**config.mk**
```make
export PLATFORM = sky130hd
export DESIGN_NAME = fifo_flags
export DESIGN_NICKNAME = d
export VERILOG_FILES = /design/src/rtl/fifo_flags_pkg.sv /design/src/rtl/fifo_mem.sv /design/src/rtl/fifo_flags.sv
export SDC_FILE = /design/constraint.sdc
export NUM_CORES = 1
export LEC_CHECK = 0
export CAP_MARGIN = 25
export CORE_MARGIN = 2
export CORE_UTILIZATION = 45
export CTS_CLUSTER_DIAMETER = 50
export CTS_CLUSTER_SIZE = 25
export DETAILED_ROUTE_END_ITERATION = 7
export REMOVE_ABC_BUFFERS = 1
export SETUP_SLACK_MARGIN = 0.05
export SYNTH_ARGS = -nofsm -noshare
export SYNTH_HDL_FRONTEND = slang
export SYNTH_HIERARCHICAL = 1
export SYNTH_SLANG_ARGS = --single-unit
```
**constraint.sdc**
```tcl
create_clock -name clk -period 3.6 [get_ports clk]
set_input_delay 1.08 -clock clk [delete_from_list [all_inputs] [get_ports clk]]
set_output_delay 1.08 -clock clk [all_outputs]
set_load 0.03 [all_outputs]
```
**src/rtl/fifo_flags_pkg.sv**
```systemverilog
// ============================================================================
// fifo_flags_pkg : shared defaults and read-mode constants for fifo_flags
// Revision       : 1.0 - initial release
// ============================================================================
`default_nettype none

package fifo_flags_pkg;

    localparam int DEF_D_W   = 8;
    localparam int DEF_AD_W  = 4;

    localparam int FIFO_STD  = 0;
    localparam int FIFO_FWFT = 1;

endpackage

`default_nettype wire

```
**src/rtl/fifo_mem.sv**
```systemverilog
// ============================================================================
// fifo_mem : DEPTH x D_W dual-port array, synchronous write, async read
// Revision : 1.0 - initial release
// ============================================================================
`default_nettype none

module fifo_mem #(
    parameter int D_W  = 8,
    parameter int AD_W = 4
) (
    input  logic            clk,
    input  logic            we,
    input  logic [AD_W-1:0] waddr,
    input  logic [D_W-1:0]  wdata,
    input  logic [AD_W-1:0] raddr,
    output logic [D_W-1:0]  rdata
);

    logic [D_W-1:0] mem_q [2**AD_W];

    always_ff @(posedge clk) begin
        if (we) begin
            mem_q[waddr] <= wdata;
        end
    end

    assign rdata = mem_q[raddr];

endmodule

`default_nettype wire

```
**src/rtl/fifo_flags.sv**
```systemverilog
// ============================================================================
// fifo_flags : synchronous FIFO with count, threshold and sticky error flags
// Revision   : 1.0 - initial release
// ============================================================================
`default_nettype none

module fifo_flags
    import fifo_flags_pkg::*;
#(
    parameter int D_W    = DEF_D_W,
    parameter int AD_W   = DEF_AD_W,
    parameter int AF_LVL = 2**AD_W - 2,
    parameter int AE_LVL = 2,
    parameter int FWFT   = FIFO_STD
) (
    input  logic          clk,
    input  logic          rst,
    input  logic          write,
    input  logic          read,
    input  logic [D_W-1:0] data_in,
    input  logic          clr_err,
    output logic [D_W-1:0] data_out,
    output logic          full,
    output logic          empty,
    output logic          almost_full,
    output logic          almost_empty,
    output logic [AD_W:0] count,
    output logic          overflow,
    output logic          underflow
);

    localparam logic [AD_W:0] c_AF_LVL = (AD_W+1)'(AF_LVL);
    localparam logic [AD_W:0] c_AE_LVL = (AD_W+1)'(AE_LVL);

    logic [AD_W:0]  wr_ptr_q, wr_ptr_d;
    logic [AD_W:0]  rd_ptr_q, rd_ptr_d;
    logic           ovf_q, ovf_d;
    logic           unf_q, unf_d;
    logic           w_wr_acc;
    logic           w_rd_acc;
    logic [D_W-1:0] w_rdata;

    // Flags decode purely from registered pointers.
    assign count        = wr_ptr_q - rd_ptr_q;
    assign empty        = (wr_ptr_q == rd_ptr_q);
    assign full         = (wr_ptr_q[AD_W] != rd_ptr_q[AD_W]) &&
                          (wr_ptr_q[AD_W-1:0] == rd_ptr_q[AD_W-1:0]);
    assign almost_full  = (count >= c_AF_LVL);
    assign almost_empty = (count <= c_AE_LVL);
    assign overflow     = ovf_q;
    assign underflow    = unf_q;

    assign w_wr_acc = write && !full;
    assign w_rd_acc = read && !empty;

    always_comb begin
        wr_ptr_d = wr_ptr_q;
        rd_ptr_d = rd_ptr_q;
        ovf_d    = ovf_q;
        unf_d    = unf_q;
        if (w_wr_acc) wr_ptr_d = wr_ptr_q + 1'b1;
        if (w_rd_acc) rd_ptr_d = rd_ptr_q + 1'b1;
        // A fresh error outranks a simultaneous clear.
        if (write && full)       ovf_d = 1'b1;
        else if (clr_err)        ovf_d = 1'b0;
        if (read && empty)       unf_d = 1'b1;
        else if (clr_err)        unf_d = 1'b0;
    end

    always_ff @(posedge clk) begin
        if (!rst) begin
            wr_ptr_q <= '0;
            rd_ptr_q <= '0;
            ovf_q    <= 1'b0;
            unf_q    <= 1'b0;
        end else begin
            wr_ptr_q <= wr_ptr_d;
            rd_ptr_q <= rd_ptr_d;
            ovf_q    <= ovf_d;
            unf_q    <= unf_d;
        end
    end

    fifo_mem #(
        .D_W  (D_W),
        .AD_W (AD_W)
    ) u_mem (
        .clk   (clk),
        .we    (w_wr_acc),
        .waddr (wr_ptr_q[AD_W-1:0]),
        .wdata (data_in),
        .raddr (rd_ptr_q[AD_W-1:0]),
        .rdata (w_rdata)
    );

    generate
        if (FWFT == FIFO_FWFT) begin : g_fwft
            // Zero while empty so the unwritten array never shows through.
            assign data_out = empty ? '0 : w_rdata;
        end else begin : g_std
            logic [D_W-1:0] dout_q;
            always_ff @(posedge clk) begin
                if (!rst) begin
                    dout_q <= '0;
                end else if (w_rd_acc) begin
                    dout_q <= w_rdata;
                end
            end
            assign data_out = dout_q;
        end
    endgenerate

endmodule

`default_nettype wire
```
=== Yosys cells after proc, flatten, opt, wreduce, memory -nomap -nowiden ===
Memories as Yosys holds them, arrays and structs flattened. A register that Yosys moved wholly into a read port is not among the register bits.
Cells that the tools add are included.

* Register bits after elaboration: 12
* Logic and storage cells: 28
* Memories kept: 1
* Input bits: 13
* Output and inout bits: 19
* RAM bits: 128

* Equality and inequality tests: 3
* Reduce and logical (&&, ||, !) cells: 10
* Mux-type cells: 5
* Order comparisons: 2
* Add/subtract/negate cells: 3

{| class="wikitable"
|+ Memories
! name !! depth !! width !! rd ports !! clocked after memory_dff !! write ports !! RTL line !! RTL
|-
| u_mem.mem_q || 16 || 8 || 1 || 1 || 1 || fifo_mem.sv:19 || <nowiki>logic [D_W-1:0] mem_q [2**AD_W];</nowiki>
|}

{| class="wikitable"
|+ Operators with widths
! operator !! count
|-
| adder 5 x 1 -> 5 bit (second input constant) || 2
|-
| equality test 5 bit || 1
|-
| >= comparator 5 x 4 -> 1 bit (second input constant) || 1
|-
| less-or-equal comparator 5 x 2 -> 1 bit (second input constant) || 1
|-
| logical AND 1 bit || 5
|-
| two-way mux 1 bit || 5
|-
| subtractor 5 bit || 1
|-
| equality test 4 bit || 1
|-
| nonzero test 2 bit || 2
|-
| logical NOT 1 bit || 3
|-
| inequality test 1 bit || 1
|}

=== Depth between registers and ports, before layout ===
Gate-level depths: netlist (run 1).

* Depth after elaboration: 6
* Mapped depth: 8
* Gate-level depth less buffers: 8

=== Modules after synthesis ===
The synthesis (run 1) kept the hierarchy.

{| class="wikitable"
|+ By module, submodules not included
! module !! sequential area each (um^2) !! area an instance (um^2) !! times used !! cells an instance
|-
| fifo_mem || 3,843.7 || 4,987.3 || 1 || 221
|-
| fifo_flags || 400.4 || 1,044.8 || 1 || 107
|}

=== Worst setup path after synthesis (run 1) ===
No wires, ideal clock.

* Path type: reg-to-output
* Start point: register wr_ptr_q[0]
* End point: output port almost_empty
* Cell stages (with the launch flop): 9
* Arrival time: 3.233 ns
* Buffers on the path: 0
* Path slack: -0.713 ns
* Data required time: 2.520 ns
* Cell sequence: dfxtp_1 > inv_1 > ha_1 > inv_1 > fa_1 > a21o_1 > a21oi_1 > xnor2_1 > a2111oi_0

* Cells in the longest elaborated chain, start to end: 2

{| class="wikitable"
|+ RTL lines
! item !! RTL line !! RTL
|-
| start: declaration || fifo_flags.sv:35 || <nowiki>logic [AD_W:0] wr_ptr_q, wr_ptr_d;</nowiki>
|-
| start signal: assignment || fifo_flags.sv:77 || <nowiki>wr_ptr_q <= wr_ptr_d;</nowiki>
|-
| subtractor 5 bit || fifo_flags.sv:44 || <nowiki>assign count = wr_ptr_q - rd_ptr_q;</nowiki>
|-
| net count[4] || fifo_flags.sv:27 || <nowiki>output logic [AD_W:0] count,</nowiki>
|-
| less-or-equal comparator 5 x 2 -> 1 bit || fifo_flags.sv:49 || <nowiki>assign almost_empty = (count <= c_AE_LVL);</nowiki>
|-
| end: declaration || fifo_flags.sv:26 || <nowiki>output logic almost_empty,</nowiki>
|}

The timed path passes the listed nets, and every way through them passes these cells.

=== Worst setup path in the final report (run 1) ===
* Start point: register wr_ptr_q[0]
* End point: output port almost_empty

* Cells in the longest elaborated chain, start to end: 2

{| class="wikitable"
|+ RTL lines
! item !! RTL line
|-
| subtractor 5 bit || fifo_flags.sv:44
|-
| less-or-equal comparator 5 x 2 -> 1 bit || fifo_flags.sv:49
|}

Every way passes these cells.

==> reports/qor.yml, run 1 <==
run_status:
  status: "completed"
final_layout:
  drive_gt1_share_pct: 22.6
  final_core_utilization_pct: 54.8
  finalNetCount: 405
  layout-area-overhead-vs-synth_pct: 19.9
  antennaDiodeCount: 0
  seq_area_sq_mm: 0.00425
  n_fill_cell: 1044
  multi_input_area_sq_mm: 0.00169
  fin_area_sq_mm: 0.00723
synthesis:
  yosysTopAreaCell: "edfxtp_1"
  synth_edf_count: 128
  synthTopCellsByCount: "edfxtp_1 (128), dfxtp_1 (20), mux4_2 (18)"
  ys_types: 43
  ys.flop_type: "edfxtp_1"
  yosysWarnings: 6
  synth_area_leaders: "edfxtp_1 (64%), mux4_2 (6.7%), dfxtp_1 (6.6%)"
  synth.ff_latch_count: 148
  synth_top_area_share_pct: 63.7
  synthArstFlopShare_pct: 0
  yosysSeqAreaShare_pct: 70.4
  yosysMostFrequentCell: "edfxtp_1"
  avgSynthCellArea_sq_um: 18.4
  netlist_instances: 328
  netlist_area_sq_mm: 0.00603
sta:
  slew_violations: 0
  slew_headroom_pct: 41.6
  setup_violations: 0
  min_period_ps: 3400
  final-hold-violation-count: 0
  fmax_mhz: 294
  clock_skew_ps: 6.00
  rsz0062_at_grt: "false"
  tightest_slew_ps: 874
  fin_crit_sh_pct: 94.5
floorplanning:
  core-area_sq_mm: 0.0132
  io_pins: 32
  die_area_sq_mm: 0.0143
  die_x_microns: 120
  die_h_microns: 120
  initial_core_util_pct: 45.7
  row_count: 42
global_route:
  grtUsageTotal_pct: 18.0
  grt_pass1_vias: 3174
  grt_max_degree: 36
  antenna_found_initial: 0
  grt.overflow.total: 0
  grt_pass1_wl_microns: 18200
drt:
  drc_errors: 0
  antenna_left: 0
  wl_microns: 12100
  dr.first_iter.drc_count: 228
  vias: 3200
  drt_pass1_iterations: 4
  drt-wirelength-per-cell_microns: 21.1
  vias_per_cell: 5.57
clocking:
  cts.sinks: 148
  tritoncts: "built"
  cts.path.max_buffers: 2
  clkTransAtPathRegs_ps: 60
  cts_made_buffers: 17
  cts-root-buf: "clkbuf_16"
  ctsHoldBuffers: 0
  htreeDepth: 4
  insertion_delay_ps: 420
job:
  cap_viol_max_count: 0
setup_path:
  endpoint_kind: "output pin"
  crit_path_start_kind: "flip-flop"
  crit_required_ps: 2520
  critPathMaxFanout: 3
  crit_type: "flip-flop to output pin"
  crit_arrival_ps: 2320
place:
  dpl_cell_area_sq_mm: 0.00659
  portBuffers: 31
  place.gp.congestion: 0.737
  dp_hpwl_microns: 7240
min_path:
  hold_path.class: "flip-flop to flip-flop"
pwr:
  power.density_mw_per_mm2: 613
  ir_drop_mv: 0.286
  p_leak_nw: 2.45
layer usage:
layer	GRT usage, %	up-vias	part of all wire [%]
li1	-	1431	-
met1	22.7	1673	43
met2	29.6	71	51
met3	4.28	25	3.3
met4	8.53	0	2.7
met5	0	-	0
critical path, cell delays in order, from the launching register on:
cell       delay (ps)
dfxtp_4           340
inv_1              50
ha_1              130
inv_1              70
fa_2              350
a21o_1            200
a21oi_2           160
xnor2_2           100
a2111oi_2         290
buf_4             220
cell usage in the layout (no fill, tap or decap), types with 3 or more instances in the layout:
cell | Yosys | routed
and2_1 | 5 | 5
ha_1 | 6 | 6
mux4_2 | 18 | 18
mux4_1 | 14 | 14
a22oi_1 | 16 | 16
nor2_1 | 14 | 14
mux2i_1 | 10 | 10
o211ai_1 | 3 | 3
buf_4 | 2 | 28
clkbuf_16 | 0 | 18
edfxtp_1 | 128 | 128
a21boi_1 | 3 | 3
nor3_1 | 4 | 4
nand2b_1 | 3 | 3
nor2b_1 | 15 | 15
nand2_1 | 12 | 12
clkinv_2 | 0 | 5
clkdlybuf4s50_1 | 0 | 23
inv_1 | 7 | 7
xnor2_1 | 6 | 4
clkbuf_8 | 0 | 3
xnor2_2 | 1 | 3
dfxtp_1 | 20 | 16
where the power goes:
group | internal, mW | switching (mW)
Clock | 1.11 | 0.643
Sequential | 1.91 | 0.0209
Combinational | 0.340 | 0.412
per-stage QoR:
step / setup TNS [ps] / total power, mW / hold slack, ps / cells / setup slack, ps
global route: 0 / 4.60 / 556 / 574 / 42.2
floorplan: -4330 / 2.45 / 507 / 315 / -1850
CTS: 0 / 4.46 / 535 / 573 / 68.0
finish: 0 / 4.43 / 525 / 574 / 196
global placement: 0 / 2.69 / 502 / 541 / 396
detailed placement: 0 / 2.70 / 515 / 541 / 287
state kept, by name, indices dropped and copies added, names as in the netlist:
signal / flops
u_mem/mem_q: 128
data_out: 8
rd_ptr_q: 5
wr_ptr_q: 5
underflow: 1
overflow: 1
logic make-up (layout without fill, tap and decap cells):
group | after synthesis | after routing | share of synthesized area [%]
adder cells (fa/ha/maj) | 7 | 7 | 1.58
AND/OR/NAND/NOR | 66 | 66 | 5.77
XOR/XNOR | 9 | 9 | 1.43
multiplexers | 42 | 42 | 14.5
AO/OA/AOI/OAI | 36 | 36 | 4.27
flip-flops | 148 | 148 | 70.4
buffers and inverters | 20 | 90 | 2.12
what timing repair did:
item	in CTS	in global routing
setup endpoints to repair	1	1
resized for setup	3	9
pin swaps	1	2
setup buffers	0	1
final cells by class:
class                   count  share of cell area (%)
well taps                 176                    3.04
clock buffers              23                    6.90
repair buffers             51                    6.09
clock inverters             9                    1.38
multi-input cells         160                    23.4
inverters                   7                   0.363
flip-flops and latches    148                    58.8
final timing paths:
check	startpoint	endpoint	slack, ps	cells past startpoint
max	wr_ptr_q[0]$_SDFFE_PN0P_	almost_empty	200	9
min	data_out[7]$_SDFFE_PN0P_	data_out[7]$_SDFFE_PN0P_	520	2
max reg2reg	wr_ptr_q[1]$_SDFFE_PN0P_	u_mem/mem_q[0][5]$_DFFE_PP_	930	7
min reg2reg	data_out[7]$_SDFFE_PN0P_	data_out[7]$_SDFFE_PN0P_	520	2
(Power assumes the default switching activity.)
==> run 2: changes to the inputs <==
Settings changed: CTS_BUF_LIST from default to sky130_fd_sc_hd__clkbuf_4 sky130_fd_sc_hd__clkbuf_8 sky130_fd_sc_hd__clkbuf_16, MAX_ROUTING_LAYER from default to met4.
==> run 2 against run 1 <==
Die area stayed put. Setup slack hardly changed. Critical endpoint unchanged. Utilization is 0.057 points higher. Global-route usage is 0.54 points higher. Largest power group unchanged. Final cell count stayed put.
==> reports/qor.yml, run 2 (same netlist as run 1, synthesis figures left out) <==
run_status:
  status: "completed"
drt:
  drc_errors: 0  # unchanged
  drt_pass1_iterations: 6  # +2
  wl_microns: 12000  # -0.71%
  dr.first_iter.drc_count: 286  # +25%
  vias_per_cell: 5.54  # -0.56%
  vias: 3182  # -0.56%
  drt-wirelength-per-cell_microns: 20.9  # -0.71%
  antenna_left: 0  # unchanged
sta:
  hold_ws_ps: 525  # +0.159 ps
  tns_ps: 0  # unchanged
  slew_violations: 0  # unchanged
  min_period_ps: 3400  # +0.270 ps
  rsz0062_at_grt: "false"
  slew_headroom_pct: 41.5  # -0.090 points
  setup_violations: 0  # unchanged
  fin_ws_ps: 196  # -0.270 ps
  fin_crit_sh_pct: 94.6  # about the same
  final-hold-violation-count: 0  # unchanged
  clock_skew_ps: 6.66  # +0.659 ps
  tightest_slew_ps: 876  # +1.34 ps
  fmax_mhz: 294  # about the same
place:
  dp.cells: 541  # unchanged
  place.gp.congestion: 0.746  # +1.2%
  dp_hpwl_microns: 7240  # unchanged
  pre_cts_slack_ps: 287  # unchanged
  portBuffers: 31  # unchanged
clocking:
  cts.sinks: 148  # unchanged
  cts-root-buf: "clkbuf_16"
  cts.path.max_buffers: 2  # unchanged
  tritoncts: "built"
  htreeDepth: 4  # unchanged
  ctsHoldBuffers: 0  # unchanged
  cts_made_buffers: 17  # unchanged
  insertion_delay_ps: 420  # about the same
  clkTransAtPathRegs_ps: 60  # about the same
pwr:
  ir_drop_mv: 0.306  # +7.2%
  power_frac_seq_pct: 43.3  # -0.2 points
  p_sw_share_pct: 24.2  # -0.059 points
  power.density_mw_per_mm2: 614  # +0.27%
  p_clk_share_pct: 39.8  # +0.3 points
  p_comb_share_pct: 16.9  # about the same
  power_report.internal_total_mw: 3.37  # +0.45%
  p_leak_nw: 2.46  # +0.28%
  switchingPower_mw: 1.08  # +0.13%
floorplanning:
  io_pins: 32  # unchanged
  row_count: 42  # unchanged
  die_x_microns: 120  # unchanged
  die_area_sq_mm: 0.0143  # unchanged
  die_h_microns: 120  # unchanged
  core-area_sq_mm: 0.0132  # unchanged
  initial_core_util_pct: 45.7  # unchanged
setup_path:
  crit_arrival_ps: 2320  # about the same
  slowest_stage: "fa_2"
  slowest_delay_ps: 350  # about the same
  crit_path_start_kind: "flip-flop"
  crit_required_ps: 2520  # about the same
  crit_type: "flip-flop to output pin"
  critPathMaxFanout: 3  # unchanged
  endpoint_kind: "output pin"
  crit_path_frequent_cell: "inv_1"
  cp_cell_sequence: "inv_1 -> ha_1 -> inv_1 -> fa_2 -> a21o_1 -> a21oi_2 -> xnor2_2 -> a2111oi_2 -> buf_4"
final_layout:
  layout-area-overhead-vs-synth_pct: 20.1
  finalNetCount: 405  # unchanged
  drive_gt1_share_pct: 23.1  # +0.50 points
  antennaDiodeCount: 0  # unchanged
  mostFrequentLayoutCells: "edfxtp_1 (128), buf_4 (28), clkdlybuf4s50_1 (23)"
  final_core_utilization_pct: 54.9  # +0.057 points
  largest-register: "u_mem/mem_q"
  fin_cells: 574  # unchanged
  final_common_cell: "edfxtp_1"
  largest_reg_flops: 128  # unchanged
global_route:
  grt_max_degree: 36  # unchanged
  antenna_found_initial: 0  # unchanged
  grt_pass1_wl_microns: 18200  # +0.15%
  grt_pass1_vias: 3161  # -0.41%
  grt.overflow.total: 0  # unchanged
  grtUsageTotal_pct: 18.6  # +0.54 points
min_path:
  hold_path.class: "flip-flop to flip-flop"
job:
  cap_viol_max_count: 0  # unchanged
[run 2: critical path: cells and delay by family (launching register included)]
family                     cells  cell delay (ps)
AOI/OAI and AO/OA              3              650
xor gates and xnor gates       1              100
adders and majority gates      2              480
buffers and inverters          3              340
DFF                            1              340
[run 2: final timing paths]
path / startpoint / to / slack [ps] / cells past startpoint
worst max-delay path: wr_ptr_q[0]$_SDFFE_PN0P_ / almost_empty / 200 / 9
worst min-delay path: data_out[6]$_SDFFE_PN0P_ / data_out[6]$_SDFFE_PN0P_ / 520 / 2
worst max register to register: wr_ptr_q[1]$_SDFFE_PN0P_ / u_mem/mem_q[0][5]$_DFFE_PP_ / 920 / 7
worst min register to register: data_out[6]$_SDFFE_PN0P_ / data_out[6]$_SDFFE_PN0P_ / 520 / 2
[run 2: final cells by class]
| class | count | area [sq um] |
|---|---|---|
| multi-input combinational | 160 | 1690 |
| sequential | 148 | 4250 |
| clock inverter | 9 | 100 |
| inverter | 7 | 26.3 |
| fill | 1044 | 5950 |
| clock buffer | 23 | 507 |
| tap | 176 | 220 |
| timing repair buffer | 51 | 440 |
[run 2: metrics by stage]
stage,cell area [sq um],power [mW]
after floorplan,5930,2.45
after global placement,6590,2.69
after detailed placement,6590,2.70
after CTS,7200,4.47
after global routing,7240,4.62
final,7240,4.45
[run 2: power groups by stage]
stage               clock (mW)  sequential [mW]  combinational, mW
detailed placement           0             1.97              0.733
floorplan                    0             2.05              0.404
CTS                       1.80             1.93              0.744
global route              1.88             1.93              0.807
finish                    1.77             1.93              0.751
global placement             0             1.96              0.723
[run 2: repair_timing]
| item | in CTS | in global routing |
|---|---|---|
| resized for setup | 3 | 9 |
| pin swaps | 1 | 2 |
| setup buffers | 0 | 1 |
| endpoints found under the setup margin | 1 | 1 |
[run 2: layer usage]
layer  part of all wire (%)  GRT usage (%)
met5                      0              -
met1                     44           22.9
met3                    3.2           4.28
met4                    3.2           8.60
met2                     50           29.4
==> run 3: changes to the inputs <==
Settings changed: GPL_TIMING_DRIVEN from default to 0, PLACE_DENSITY from default to 0.71.
==> run 3 against run 2 <==
Setup slack got worse by 60 ps. First-iteration DRC count fell by 16%. Combinational power rose by 1%. Routed wire length fell by 1.9%. Total power fell by 1.1%. Maximum frequency fell by 1.7%. Critical endpoint unchanged. Largest cell class unchanged.
==> reports/qor.yml, run 3 (same netlist as run 1, synthesis figures left out) <==
run_status:
  status: "completed"
floorplanning:
  io_pins: 32  # unchanged
  initial_core_util_pct: 45.7  # unchanged
  row_count: 42  # unchanged
  core-area_sq_mm: 0.0132  # unchanged
  die_area_sq_mm: 0.0143  # unchanged
  die_h_microns: 120  # unchanged
  die_x_microns: 120  # unchanged
drt:
  dr.first_iter.drc_count: 239  # -16%
  drc_errors: 0  # unchanged
  wl_microns: 11800  # -1.9%
  drt_pass1_iterations: 5  # -1
  vias: 3151  # -0.97%
  antenna_left: 0  # unchanged
  drt-wirelength-per-cell_microns: 20.8  # -0.67%
  vias_per_cell: 5.56  # +0.25%
min_path:
  hold_path.class: "flip-flop to flip-flop"
  hold_depth: 2  # unchanged
final_layout:
  layout-area-overhead-vs-synth_pct: 19.0
  largest-register: "u_mem/mem_q"
  mostFrequentLayoutCells: "edfxtp_1 (128), clkdlybuf4s50_1 (24), mux4_2 (18)"
  drive_gt1_share_pct: 19.4  # -3.7 points
  finalNetCount: 398  # -1.7%
  fin_cells: 567  # -1.2%
  antennaDiodeCount: 0  # unchanged
  largest_reg_flops: 128  # unchanged
  final_common_cell: "edfxtp_1"
  fin_area_sq_mm: 0.00718  # -0.86%
place:
  pre_cts_slack_ps: -896  # -1180 ps
  dp_hpwl_microns: 7260  # +0.31%
  portBuffers: 31  # unchanged
  dp.cells: 528  # -2.4%
  place.gp.congestion: 0.745  # -0.17%
  dpl_cell_area_sq_mm: 0.00652  # -0.97%
sta:
  hold_ws_ps: 522  # -2.93 ps
  fmax_mhz: 289  # -1.7%
  setup_violations: 0  # unchanged
  fin_crit_sh_pct: 96.2  # +1.7 points
  slew_headroom_pct: 34.9  # -6.6 points
  tightest_slew_ps: 973  # +97.4 ps
  slew_violations: 0  # unchanged
  clock_skew_ps: 12.1  # +5.45 ps
  min_period_ps: 3460  # +59.8 ps
  fin_ws_ps: 136  # -59.8 ps
  rsz0062_at_grt: "false"
  final-hold-violation-count: 0  # unchanged
setup_path:
  crit_path_end: "almost_empty"
  crit_arrival_ps: 2380  # +60 ps
  reg2reg_slack_ps: 260  # -660 ps
  critical_path.startpoint: "wr_ptr_q[0]$_SDFFE_PN0P_"
  crit_required_ps: 2520  # about the same
  slowest_delay_ps: 370  # +20 ps
  r2r-start: "wr_ptr_q[1]$_SDFFE_PN0P_"
  reg2reg_depth: 8  # +1
  slowest_stage: "fa_2"
  endpoint_kind: "output pin"
  critPathMaxFanout: 5  # +2
  crit_type: "flip-flop to output pin"
  crit_path_start_kind: "flip-flop"
  cp_cell_sequence: "inv_2 -> ha_4 -> inv_2 -> fa_2 -> a21o_1 -> a21oi_2 -> xnor2_2 -> a2111oi_2 -> buf_4"
  crit_path_frequent_cell: "inv_2"
  timing.rr.end: "u_mem/mem_q[0][5]$_DFFE_PP_"
global_route:
  grt_pass1_vias: 3122  # -1.2%
  grt_max_degree: 22  # -39%
  grt.overflow.total: 0  # unchanged
  grtUsageTotal_pct: 18.3  # -0.24 points
  antenna_found_initial: 0  # unchanged
  grt_pass1_wl_microns: 18100  # -0.80%
clocking:
  tritoncts: "built"
  cts_made_buffers: 17  # unchanged
  clkTransAtPathRegs_ps: 50  # about the same
  ctsHoldBuffers: 0  # unchanged
  cts.path.max_buffers: 2  # unchanged
  htreeDepth: 4  # unchanged
  cts.sinks: 148  # unchanged
  cts-root-buf: "clkbuf_16"
  insertion_delay_ps: 410  # about the same
pwr:
  p_leak_nw: 2.40  # -2.5%
  ir_drop_mv: 0.375  # +22%
  power.density_mw_per_mm2: 613  # -0.24%
job:
  cap_viol_max_count: 0  # unchanged
[run 3: final cells by class]
cell class / count / area, sq um
tap: 176 / 220
multi-input combinational: 160 / 1690
fill: 1015 / 6010
clock inverter: 14 / 143
sequential: 148 / 4260
timing repair buffer: 44 / 403
inverter: 7 / 26.3
clock buffer: 18 / 433
[run 3: worst min path at each step]
stage	startpoint	endpoint	slack (ps)
2_1_floorplan	wr_ptr_q[4]$_SDFFE_PN0P_	wr_ptr_q[4]$_SDFFE_PN0P_	510
3_3_place_gp	data_out[5]$_SDFFE_PN0P_	data_out[5]$_SDFFE_PN0P_	500
3_5_place_dp	data_out[7]$_SDFFE_PN0P_	data_out[7]$_SDFFE_PN0P_	520
4_1_cts	data_out[7]$_SDFFE_PN0P_	data_out[7]$_SDFFE_PN0P_	530
5_1_grt	data_out[7]$_SDFFE_PN0P_	data_out[7]$_SDFFE_PN0P_	550
6_report	data_out[1]$_SDFFE_PN0P_	data_out[1]$_SDFFE_PN0P_	520
[run 3: metal layers]
layer  track usage, %  vias up  share of wire [%]
met5                -        -                  0
met4             6.91        0                2.1
met3             4.80       24                6.3
met2             28.7      123                 51
met1             23.2     1582                 41
li1                 -     1422                  -
[run 3: what timing repair did]
action | in CTS | in global routing
pin swaps | 1 | 6
setup buffers | 4 | 4
endpoints found under the setup margin | 41 | 4
cloned | 0 | 0
resized for setup | 26 | 8
[run 3: per-stage QoR]
step / TNS (ps) / util, % / power (mW)
finish: 0 / 54.4 / 4.40
detailed placement: -4310 / 49.4 / 2.71
global route: 0 / 54.4 / 4.56
floorplan: -4330 / - / 2.45
global placement: -119000 / 49.0 / 2.67
CTS: 0 / 54.2 / 4.43
[run 3: critical path, delay by kind of cell (launching register included)]
family          cells  cell delay [ps]
compound gates      3              660
fa+ha+maj           2              490
flops               1              360
buf+inv             3              330
xor+xnor            1              120
[run 3: where the power goes]
group | switching [mW] | internal (mW)
registers | 0.0270 | 1.91
clock network | 0.629 | 1.08
logic | 0.402 | 0.356
